[src/rtl/gpmc_regbank_arbiter.sv]
// gpmc_regbank_arbiter
// Shares one single-port register bank between the GPMC host bridge and a set
// of local FPGA requesters. The host has priority, but after MAX_HOST_RUN
// back-to-back host grants with local work pending one local requester is
// served. Local requesters are served round-robin. Each access takes
// IDLE -> ISSUE -> DONE, so at most one access is completed every 3 cycles.
module gpmc_regbank_arbiter #(
    parameter int NUM_REQ      = 4,
    parameter int ADDR_WIDTH   = 4,
    parameter int DATA_WIDTH   = 16,
    parameter int MAX_HOST_RUN = 4
) (
    input  logic                          clk,
    input  logic                          rst,
    input  logic                          host_req,
    input  logic                          host_we,
    input  logic [ADDR_WIDTH-1:0]         host_addr,
    input  logic [DATA_WIDTH-1:0]         host_wdata,
    output logic                          host_ack,
    output logic [DATA_WIDTH-1:0]         host_rdata,
    input  logic [NUM_REQ-1:0]            loc_req,
    input  logic [NUM_REQ-1:0]            loc_we,
    input  logic [NUM_REQ*ADDR_WIDTH-1:0] loc_addr,
    input  logic [NUM_REQ*DATA_WIDTH-1:0] loc_wdata,
    output logic [NUM_REQ-1:0]            loc_ack,
    output logic [DATA_WIDTH-1:0]         loc_rdata,
    output logic                          mem_en,
    output logic                          mem_we,
    output logic [ADDR_WIDTH-1:0]         mem_addr,
    output logic [DATA_WIDTH-1:0]         mem_wdata,
    input  logic [DATA_WIDTH-1:0]         mem_rdata,
    output logic                          busy,
    output logic [3:0]                    grant_id
);

    localparam int IDX_W = (NUM_REQ > 1) ? $clog2(NUM_REQ) : 1;
    localparam int RUN_W = $clog2(MAX_HOST_RUN + 1);
    localparam logic [RUN_W-1:0] RUN_MAX = RUN_W'(MAX_HOST_RUN);
    localparam logic [IDX_W-1:0] IDX_LAST = IDX_W'(NUM_REQ - 1);
    localparam logic [3:0] HOST_ID = 4'd15;

    typedef enum logic [1:0] {
        ST_IDLE  = 2'd0,
        ST_ISSUE = 2'd1,
        ST_DONE  = 2'd2
    } state_t;

    // Round-robin search: first requesting index at or above ptr, wrapping
    // modulo NUM_REQ. Returns {found, index}. Scanning from the farthest
    // candidate down lets the nearest one overwrite the result last.
    function automatic logic [IDX_W:0] rr_pick(input logic [NUM_REQ-1:0] req,
                                               input logic [IDX_W-1:0]   ptr);
        logic [IDX_W:0] pick;
        int             cand;
        pick = {(IDX_W + 1){1'b0}};
        for (int k = NUM_REQ - 1; k >= 0; k--) begin
            cand = int'(ptr) + k;
            if (cand >= NUM_REQ) begin
                cand = cand - NUM_REQ;
            end else begin
                cand = cand;
            end
            if (req[cand[IDX_W-1:0]]) begin
                pick = {1'b1, cand[IDX_W-1:0]};
            end else begin
                pick = pick;
            end
        end
        return pick;
    endfunction

    // Pointer successor with wrap for any NUM_REQ, including non-powers of two.
    function automatic logic [IDX_W-1:0] idx_next(input logic [IDX_W-1:0] idx);
        if (idx == IDX_LAST) begin
            return {IDX_W{1'b0}};
        end else begin
            return idx + IDX_W'(1);
        end
    endfunction

    // One-hot decode of a local requester index.
    function automatic logic [NUM_REQ-1:0] idx_onehot(input logic [IDX_W-1:0] idx);
        logic [NUM_REQ-1:0] vec;
        for (int i = 0; i < NUM_REQ; i++) begin
            vec[i] = (idx == IDX_W'(i));
        end
        return vec;
    endfunction

    state_t                  state_r;
    state_t                  state_next_s;
    logic [IDX_W-1:0]        rr_ptr_r;
    logic [RUN_W-1:0]        host_run_r;
    logic                    grant_host_r;
    logic [IDX_W-1:0]        grant_idx_r;
    logic                    mem_en_r;
    logic                    mem_we_r;
    logic [ADDR_WIDTH-1:0]   mem_addr_r;
    logic [DATA_WIDTH-1:0]   mem_wdata_r;
    logic                    host_ack_r;
    logic [NUM_REQ-1:0]      loc_ack_r;
    logic [DATA_WIDTH-1:0]   host_rdata_r;
    logic [DATA_WIDTH-1:0]   loc_rdata_r;
    logic                    busy_r;
    logic [3:0]              grant_id_r;

    logic                    loc_any_s;
    logic [IDX_W:0]          rr_pick_s;
    logic                    rr_found_s;
    logic [IDX_W-1:0]        rr_idx_s;
    logic                    host_win_s;
    logic                    loc_win_s;
    logic                    grant_s;
    logic                    loc_we_sel_s;
    logic [ADDR_WIDTH-1:0]   loc_addr_sel_s;
    logic [DATA_WIDTH-1:0]   loc_wdata_sel_s;
    logic                    rd_done_s;

    // Arbitration decision from the requests seen this cycle (used only in IDLE).
    always_comb begin
        loc_any_s  = |loc_req;
        rr_pick_s  = rr_pick(loc_req, rr_ptr_r);
        rr_found_s = rr_pick_s[IDX_W];
        rr_idx_s   = rr_pick_s[IDX_W-1:0];
        if (host_req && !((host_run_r == RUN_MAX) && loc_any_s)) begin
            host_win_s = 1'b1;
            loc_win_s  = 1'b0;
        end else begin
            host_win_s = 1'b0;
            loc_win_s  = rr_found_s;
        end
        grant_s = host_win_s || loc_win_s;
    end

    // Command fields of the round-robin winner, unpacked from the flat buses.
    always_comb begin
        loc_we_sel_s    = loc_we[rr_idx_s];
        loc_addr_sel_s  = loc_addr[int'(rr_idx_s) * ADDR_WIDTH +: ADDR_WIDTH];
        loc_wdata_sel_s = loc_wdata[int'(rr_idx_s) * DATA_WIDTH +: DATA_WIDTH];
    end

    // Next-state logic of the IDLE -> ISSUE -> DONE access sequence.
    always_comb begin
        state_next_s = state_r;
        case (state_r)
            ST_IDLE: begin
                if (grant_s) begin
                    state_next_s = ST_ISSUE;
                end else begin
                    state_next_s = ST_IDLE;
                end
            end
            ST_ISSUE: state_next_s = ST_DONE;
            ST_DONE:  state_next_s = ST_IDLE;
            default:  state_next_s = ST_IDLE;
        endcase
    end

    // State register.
    always_ff @(posedge clk or posedge rst) begin
        if (rst) begin
            state_r <= ST_IDLE;
        end else begin
            state_r <= state_next_s;
        end
    end

    // Latch the winner's command at grant and strobe the bank in ISSUE.
    always_ff @(posedge clk or posedge rst) begin
        if (rst) begin
            mem_en_r     <= 1'b0;
            mem_we_r     <= 1'b0;
            mem_addr_r   <= {ADDR_WIDTH{1'b0}};
            mem_wdata_r  <= {DATA_WIDTH{1'b0}};
            grant_host_r <= 1'b0;
            grant_idx_r  <= {IDX_W{1'b0}};
            grant_id_r   <= 4'd0;
        end else begin
            mem_en_r <= (state_r == ST_IDLE) && grant_s;
            if ((state_r == ST_IDLE) && grant_s) begin
                if (host_win_s) begin
                    grant_host_r <= 1'b1;
                    mem_we_r     <= host_we;
                    mem_addr_r   <= host_addr;
                    mem_wdata_r  <= host_wdata;
                    grant_id_r   <= HOST_ID;
                end else begin
                    grant_host_r <= 1'b0;
                    grant_idx_r  <= rr_idx_s;
                    mem_we_r     <= loc_we_sel_s;
                    mem_addr_r   <= loc_addr_sel_s;
                    mem_wdata_r  <= loc_wdata_sel_s;
                    grant_id_r   <= 4'(rr_idx_s);
                end
            end
        end
    end

    // Round-robin pointer and host run counter, updated on every grant.
    always_ff @(posedge clk or posedge rst) begin
        if (rst) begin
            rr_ptr_r   <= {IDX_W{1'b0}};
            host_run_r <= {RUN_W{1'b0}};
        end else if ((state_r == ST_IDLE) && grant_s) begin
            if (host_win_s) begin
                if (!loc_any_s) begin
                    host_run_r <= {RUN_W{1'b0}};
                end else if (host_run_r != RUN_MAX) begin
                    host_run_r <= host_run_r + RUN_W'(1);
                end
            end else begin
                host_run_r <= {RUN_W{1'b0}};
                rr_ptr_r   <= idx_next(rr_idx_s);
            end
        end
    end

    // Completion pulses: exactly one ack bit during DONE, to the granted side.
    always_ff @(posedge clk or posedge rst) begin
        if (rst) begin
            host_ack_r <= 1'b0;
            loc_ack_r  <= {NUM_REQ{1'b0}};
        end else begin
            host_ack_r <= (state_r == ST_ISSUE) && grant_host_r;
            if ((state_r == ST_ISSUE) && !grant_host_r) begin
                loc_ack_r <= idx_onehot(grant_idx_r);
            end else begin
                loc_ack_r <= {NUM_REQ{1'b0}};
            end
        end
    end

    // Hold the last read data of each side once its DONE cycle ends.
    always_ff @(posedge clk or posedge rst) begin
        if (rst) begin
            host_rdata_r <= {DATA_WIDTH{1'b0}};
            loc_rdata_r  <= {DATA_WIDTH{1'b0}};
        end else if (rd_done_s) begin
            if (grant_host_r) begin
                host_rdata_r <= mem_rdata;
            end else begin
                loc_rdata_r <= mem_rdata;
            end
        end
    end

    // Busy flag tracks the state the FSM is entering.
    always_ff @(posedge clk or posedge rst) begin
        if (rst) begin
            busy_r <= 1'b0;
        end else begin
            busy_r <= (state_next_s != ST_IDLE);
        end
    end

    // The bank returns read data during DONE, the same cycle as the ack, so
    // the granted side sees mem_rdata directly then and the held copy after.
    assign rd_done_s  = (state_r == ST_DONE) && !mem_we_r;
    assign host_rdata = (rd_done_s && grant_host_r)  ? mem_rdata : host_rdata_r;
    assign loc_rdata  = (rd_done_s && !grant_host_r) ? mem_rdata : loc_rdata_r;

    assign host_ack  = host_ack_r;
    assign loc_ack   = loc_ack_r;
    assign mem_en    = mem_en_r;
    assign mem_we    = mem_we_r;
    assign mem_addr  = mem_addr_r;
    assign mem_wdata = mem_wdata_r;
    assign busy      = busy_r;
    assign grant_id  = grant_id_r;

endmodule

[config.mk]
export PLATFORM = sky130hd
export DESIGN_NAME = gpmc_regbank_arbiter
export DESIGN_NICKNAME = d
export VERILOG_FILES = /design/src/rtl/gpmc_regbank_arbiter.sv
export SDC_FILE = /design/constraint.sdc
export NUM_CORES = 1
export LEC_CHECK = 0
export CORE_ASPECT_RATIO = 1.5
export CORE_UTILIZATION = 55
export DETAILED_ROUTE_END_ITERATION = 8
export DONT_BUFFER_PORTS = 1
export PLACE_DENSITY = 0.8
export REMOVE_ABC_BUFFERS = 1
export SLEW_MARGIN = 0
export SYNTH_ARGS = -nofsm -noshare
export SYNTH_HDL_FRONTEND = slang
export SYNTH_SLANG_ARGS = --single-unit
[constraint.sdc]
create_clock -name clk -period 2.6 [get_ports clk]
set_clock_uncertainty 0.05 [all_clocks]
set_input_delay 0.78 -clock clk [delete_from_list [all_inputs] [get_ports clk]]
set_output_delay 0.78 -clock clk [all_outputs]
set_load 0.02 [all_outputs]
==> flow_summary.json, run 1 <==
{
  "setup_tns_ns": -0.544,
  "synth_area_um2": 3640,
  "rows": 36,
  "slew_violations": 0,
  "wl_mm": 8.85,
  "num_io_pins": 192,
  "wl_met1_mm": 3.26,
  "route.met2.wl_mm": 4.68,
  "syn2layout_area_growth_pct": 13.2,
  "gp_congestion": 0.926,
  "holdWs_ns": 0.351,
  "ys.flop_type": "dfrtp_1",
  "rsz0062_at_grt": "yes",
  "start_kind": "register",
  "drt-pass1-iter-count": 4,
  "arrival_ns": 1.80,
  "hold_buffers": 0,
  "status": "finished with violations",
  "cp-end-kind": "primary output",
  "htree_num_levels": 3,
  "slew_headroom_pct": 51.0,
  "antenna_found_initial": 0,
  "clk_latency_ns": 0.34,
  "grt_max_degree": 73,
  "core_um2": 6440,
  "tightest_slew_ns": 0.734,
  "grt_pass1_wl_mm": 12.5,
  "setup_slack_ns": -0.0335,
  "fin_crit_ns": 2.63,
  "drive_above_1_share_pct": 24.1,
  "cts.sinks": 72,
  "yosysMostFrequentCell": "dfrtp_1",
  "violations": "negative setup slack",
  "cts_tree": "yes",
  "initial_core_util_pct": 56.6,
  "num_antenna_cells": 0,
  "worst_path_most_repeated_cell": "buf_6",
  "ys_types": 40,
  "setup_viol": 21,
  "cp_top_family": "multiplexers",
  "synth_commonest_cells": "72 x dfrtp_1, 32 x mux2_2, 27 x mux2i_1",
  "dp_cells": 372,
  "vdd_drop_max_v": 0.000571,
  "cap_violations": 0,
  "timing.final.crit_share_pct": 101,
  "hold_viol": 0,
  "met3WireLength_um": 832,
  "pwr_density_cell_nw_per_um2": 1360,
  "route.detailed.drc": 0,
  "hpwl_mm": 6.35,
  "path_cells": "buf_6 -> nor4b_4 -> buf_6 -> mux2_2",
  "ant_nets": 0,
  "synth-seq-cells": 72,
  "synth_edf_count": 0,
  "max_freq_mhz": 380,
  "yosys_warnings": 0,
  "track_usage_pct": 25.1,
  "path_max_fanout": 16,
  "crit_type": "register to primary output",
  "p_leak_nw": 1.78,
  "nets": 440,
  "clk_pin_slew_ns": 0.08,
  "die_y_um": 102,
  "highest_layer": "met4",
  "synth.top_cell.area_share_pct": 49.4,
  "root_buffer": "clkbuf_8",
  "io_buffers": 0,
  "synth_top_area_cell": "dfrtp_1",
  "syn_area_per_cell_um2": 11.9,
  "synth-async-reset-ratio_pct": 100,
  "hp-class": "primary input to async pin",
  "cpPeakStageDelay_ns": 0.43,
  "vias_per_cell": 6.76,
  "grt_pass1_vias": 2609,
  "worstPathRequired_ns": 1.77,
  "syn_inst": 306,
  "overflow": 0,
  "die_w_um": 68.5,
  "post-place-ws_ns": 0.249,
  "seq_area_frac_synth_pct": 49.4,
  "wl_per_cell_um": 22.6,
  "ys_top_cells_by_area": "dfrtp_1 49%, mux2_2 9.9%, mux2i_1 7.4%",
  "drtIter0Drc": 120,
  "final_cell_count_no_fill": 391,
  "slowest_stage": "mux2_2",
  "vias": 2643,
  "fin_util_pct": 64.0,
  "crit_buf_inv": 2,
  "clk_path_buf_depth": 2,
  "dieArea_um2": 6960,
  "cts_inserted_buffers": 9
}
[per-stage QoR]
step,power (mW),cell area (um^2)
after global routing,5.96,4130
final,5.61,4130
after CTS,5.50,4040
after floorplan,3.88,3530
after global placement,4.35,3760
after detailed placement,4.44,3760
[placed cells by master, fill, tap and decap left out, types with 5 or more instances in the layout]
cell type	n
dfrtp_1	70
mux2_4	27
mux2i_1	27
a22oi_1	21
and4_1	16
o31a_1	16
o211ai_1	16
o21ai_0	15
inv_1	9
clkbuf_8	9
buf_4	9
nor2_1	7
mux2_2	5
nand2b_1	5
nand2_1	5
o21a_1	5
o221ai_1	5
[report_power, final]
group | switching [mW] | internal, mW | total (mW)
Combinational | 1.38 | 1.05 | 2.43
Sequential | 0.566 | 1.65 | 2.21
Clock | 0.426 | 0.542 | 0.967
[metal layers]
metal / track usage [%] / vias to the layer above
li1: - / 1186
met1: 25.8 / 1301
met2: 45.1 / 148
met3: 8.00 / 8
met4: 10.4 / 0
met5: 0 / -
[timing repair]
action	4_1_cts	5_1_grt
pin swaps	0	1
setup endpoints to repair	32	32
gates cloned	1	0
setup buffers	2	0
resized for setup	11	23
[registers in the layout, indices dropped and copies added, names as in the netlist]
signal / count
host_rdata_r: 16
busy: 1
host_ack: 1
loc_rdata_r: 16
mem_en: 1
mem_addr: 4
loc_ack: 4
host_run_r: 3
grant_idx_r: 2
mem_wdata: 16
rr_ptr_r: 2
state_r: 2
grant_id: 3
mem_we: 1
[kinds of logic (layout without fill, tap and decap cells)]
kind of cell | count (synthesis) | after routing | synth area share, %
AOI/OAI and AO/OA | 95 | 95 | 19.6
DFF | 72 | 72 | 49.4
muxes | 59 | 59 | 17.3
and+or+nand+nor | 45 | 45 | 8.65
buffers and inverters | 32 | 41 | 4.12
adders and majority gates | 2 | 2 | 0.686
xor gates and xnor gates | 1 | 1 | 0.240
[area by class of cell]
type,instances,area (um^2)
flip-flops and latches,72,1800
clock inverters,7,95.1
inverters,10,37.5
repair buffers,15,153
fillers,498,2320
multi-input cells,202,1820
clock buffers,9,124
well taps,76,95.1
[final timing paths]
path                            cells after the start           start            end  slack, ns
min in group clk                                    1  grant_idx_r[0]     loc_ack[2]       0.41
worst min register to register                      1  grant_idx_r[0]     loc_ack[2]       0.41
max in group asynchronous                           2             rst         mem_we       1.83
worst min-delay path                                2             rst   mem_wdata[6]       0.35
worst max-delay path                                4     grant_id[2]  loc_rdata[12]      -0.03
worst max register to register                      7   host_run_r[0]   mem_wdata[6]       0.39
(Power assumes the default switching activity.)
==> run 2: changes to the inputs <==
--- a/config.mk
+++ b/config.mk
@@ -7,10 +7,10 @@
 export LEC_CHECK = 0
 export CORE_ASPECT_RATIO = 1.5
 export CORE_UTILIZATION = 55
+export CTS_CLUSTER_DIAMETER = 60
 export DETAILED_ROUTE_END_ITERATION = 8
 export DONT_BUFFER_PORTS = 1
 export PLACE_DENSITY = 0.8
-export REMOVE_ABC_BUFFERS = 1
 export SLEW_MARGIN = 0
 export SYNTH_ARGS = -nofsm -noshare
 export SYNTH_HDL_FRONTEND = slang
==> run 2 against run 1 <==
Compared with the run above:
- the flow still finishes with violations (negative setup slack)
- via count is 2.7% higher
- sequential power about the same
- sequential share of layout area is 0.93 points lower
- die area unchanged
- first-iteration DRC count decreased by 6.7%
- combinational power grew 5%
- global-route usage is 0.57 points higher
- power up 1.3%
- sequential cell count is the same
- utilization is 1.4 points higher
- critical endpoint is now host_rdata[12]
==> flow_summary.json, run 2 (synthesis gave the netlist of run 1 again) <==
{
  "reg2reg_slack_ns": 0.22,
  "mostFrequentLayoutCell": "dfrtp_1",
  "combPwrFrac_pct": 44.8,
  "start_kind": "register",
  "io_buffers": 0,
  "clk_path_buf_depth": 2,
  "slew_violations": 0,
  "ant_nets": 0,
  "grt_max_degree": 33,
  "vias": 2715,
  "switching_share_pct": 43.0,
  "rr_startpoint": "host_run_r[0]",
  "clk_pin_slew_ns": 0.09,
  "cpPeakStageDelay_ns": 0.51,
  "switching_power_mw": 2.44,
  "reg2reg_to": "mem_addr[1]",
  "violations": "negative setup slack",
  "route.detailed.drc": 0,
  "clkPwrFrac_pct": 16.0,
  "drt-pass1-iter-count": 4,
  "timing.final.crit_share_pct": 102,
  "antenna_found_initial": 0,
  "cts.sinks": 72,
  "wl_per_cell_um": 23.2,
  "p_leak_nw": 1.83,
  "pwr_density_cell_nw_per_um2": 1350,
  "hp-class": "primary input to async pin",
  "num_io_pins": 192,
  "track_usage_pct": 25.7,
  "overflow": 0,
  "power_frac_seq_pct": 39.3,
  "cap_violations": 0,
  "internal_power_mw": 3.24,
  "gp_congestion": 0.820,
  "worstPathRequired_ns": 1.77,
  "wl_mm": 9.34,
  "status": "finished with violations",
  "dieArea_um2": 6960,
  "p_total_mw": 5.68,
  "die_w_um": 68.5,
  "seqCellArea_um2": 1810,
  "rows": 36,
  "setup_viol": 32,
  "path_cells": "nor4b_4 -> buf_6 -> mux2_4",
  "multiInputGateArea_um2": 1840,
  "hold_viol": 0,
  "grt_pass1_vias": 2631,
  "tightest_slew_ns": 0.788,
  "hpwl_mm": 6.39,
  "drive_above_1_share_pct": 27.0,
  "core_um2": 6440,
  "rsz0062_at_grt": "yes",
  "arrival_ns": 1.83,
  "cp-end-kind": "primary output",
  "vias_per_cell": 6.75,
  "post-place-ws_ns": 0.193,
  "nets": 451,
  "initial_core_util_pct": 56.6,
  "cts_inserted_buffers": 9,
  "slew_headroom_pct": 47.5,
  "max_freq_mhz": 376,
  "htree_num_levels": 3,
  "slowest_stage": "dfrtp_2",
  "grt_pass1_wl_mm": 12.9,
  "setup_slack_ns": -0.0630,
  "cts_tree": "yes",
  "crit_type": "register to primary output",
  "reg2reg_depth": 7,
  "path_max_fanout": 8,
  "syn_nets": 436,
  "vdd_drop_max_v": 0.000570,
  "fin_crit_ns": 2.66,
  "drtIter0Drc": 112,
  "syn2layout_area_growth_pct": 15.7,
  "root_buffer": "clkbuf_8",
  "clk_latency_ns": 0.35,
  "hold_buffers": 0,
  "fillers": 489,
  "die_y_um": 102,
  "num_antenna_cells": 0,
  "mostFrequentLayoutCells": "69 x dfrtp_1, 32 x mux2_4, 27 x mux2i_1, 21 x a22oi_1, 21 x buf_4"
}
==> run 2: layout make-up <==
| cell class | count | share of cell area, % |
|---|---|---|
| Multi-Input combinational cell | 202 | 43.5 |
| Sequential cell | 72 | 42.8 |
| Timing Repair Buffer | 26 | 5.61 |
| Clock buffer | 9 | 2.94 |
| Tap cell | 76 | 2.25 |
| Clock inverter | 7 | 1.90 |
| Inverter | 10 | 0.979 |
==> run 2: worst max-delay path by stage <==
stage               slack [ns]             end        start  depth (start not counted)
detailed placement        0.19   host_rdata[6]  grant_id[2]                          4
CTS                       -0.1    loc_rdata[8]  grant_id[2]                          4
global route             -0.11    loc_rdata[8]  grant_id[2]                          5
global placement          0.26   host_rdata[9]  grant_id[2]                          4
finish                   -0.06  host_rdata[12]       mem_we                          3
floorplan                 0.03    loc_rdata[0]       mem_we                          3
==> run 2: what timing repair did <==
action | 4_1_cts | 5_1_grt
resized for setup | 22 | 17
pin swaps | 0 | 2
setup buffers | 3 | 3
setup endpoints to repair | 32 | 32
cloned | 1 | 1
==> run 2: critical path, delay by kind of cell, from the launching register on <==
kind,cells,cell delay (ns)
muxes,1,0.36
buffers and inverters,1,0.24
and+or+nand+nor,1,0.37
DFF,1,0.51
==> run 2: routing by layer <==
layer | GRT usage (%) | up-vias | routed length [um]
met3 | 4.17 | 19 | 781
li1 | - | 1211 | -
met5 | 0 | - | 0
met2 | 45.5 | 156 | 5040
met1 | 27.3 | 1329 | 3280
met4 | 15.7 | 0 | 244
==> run 2: stage by stage <==
step	instance area, um^2	util, %	std cells	setup TNS (ns)	hold slack [ns]
after floorplan	3660	-	306	0	0.375
after global placement	3800	59.0	378	0	0.394
after detailed placement	3800	59.0	378	0	0.396
after CTS	4110	63.8	398	-2.09	0.251
after global routing	4220	65.5	402	-2.78	0.276
final	4220	65.5	402	-1.32	0.252
==> run 2: power by group through the flow <==
stage	clock [mW]	combinational, mW	sequential [mW]
finish	0.906	2.54	2.23
global route	0.974	2.74	2.29
CTS	0.922	2.40	2.20
detailed placement	0	2.23	2.23
global placement	0	2.17	2.20
floorplan	0	1.87	2.11
==> run 3: changes to the inputs <==
--- a/config.mk
+++ b/config.mk
@@ -11,6 +11,7 @@
 export DETAILED_ROUTE_END_ITERATION = 8
 export DONT_BUFFER_PORTS = 1
 export PLACE_DENSITY = 0.8
+export REMOVE_ABC_BUFFERS = 1
 export SLEW_MARGIN = 0
 export SYNTH_ARGS = -nofsm -noshare
 export SYNTH_HDL_FRONTEND = slang
==> results of run 3 <==
The final DEF is identical to that of run 1; final timing and power are the same.
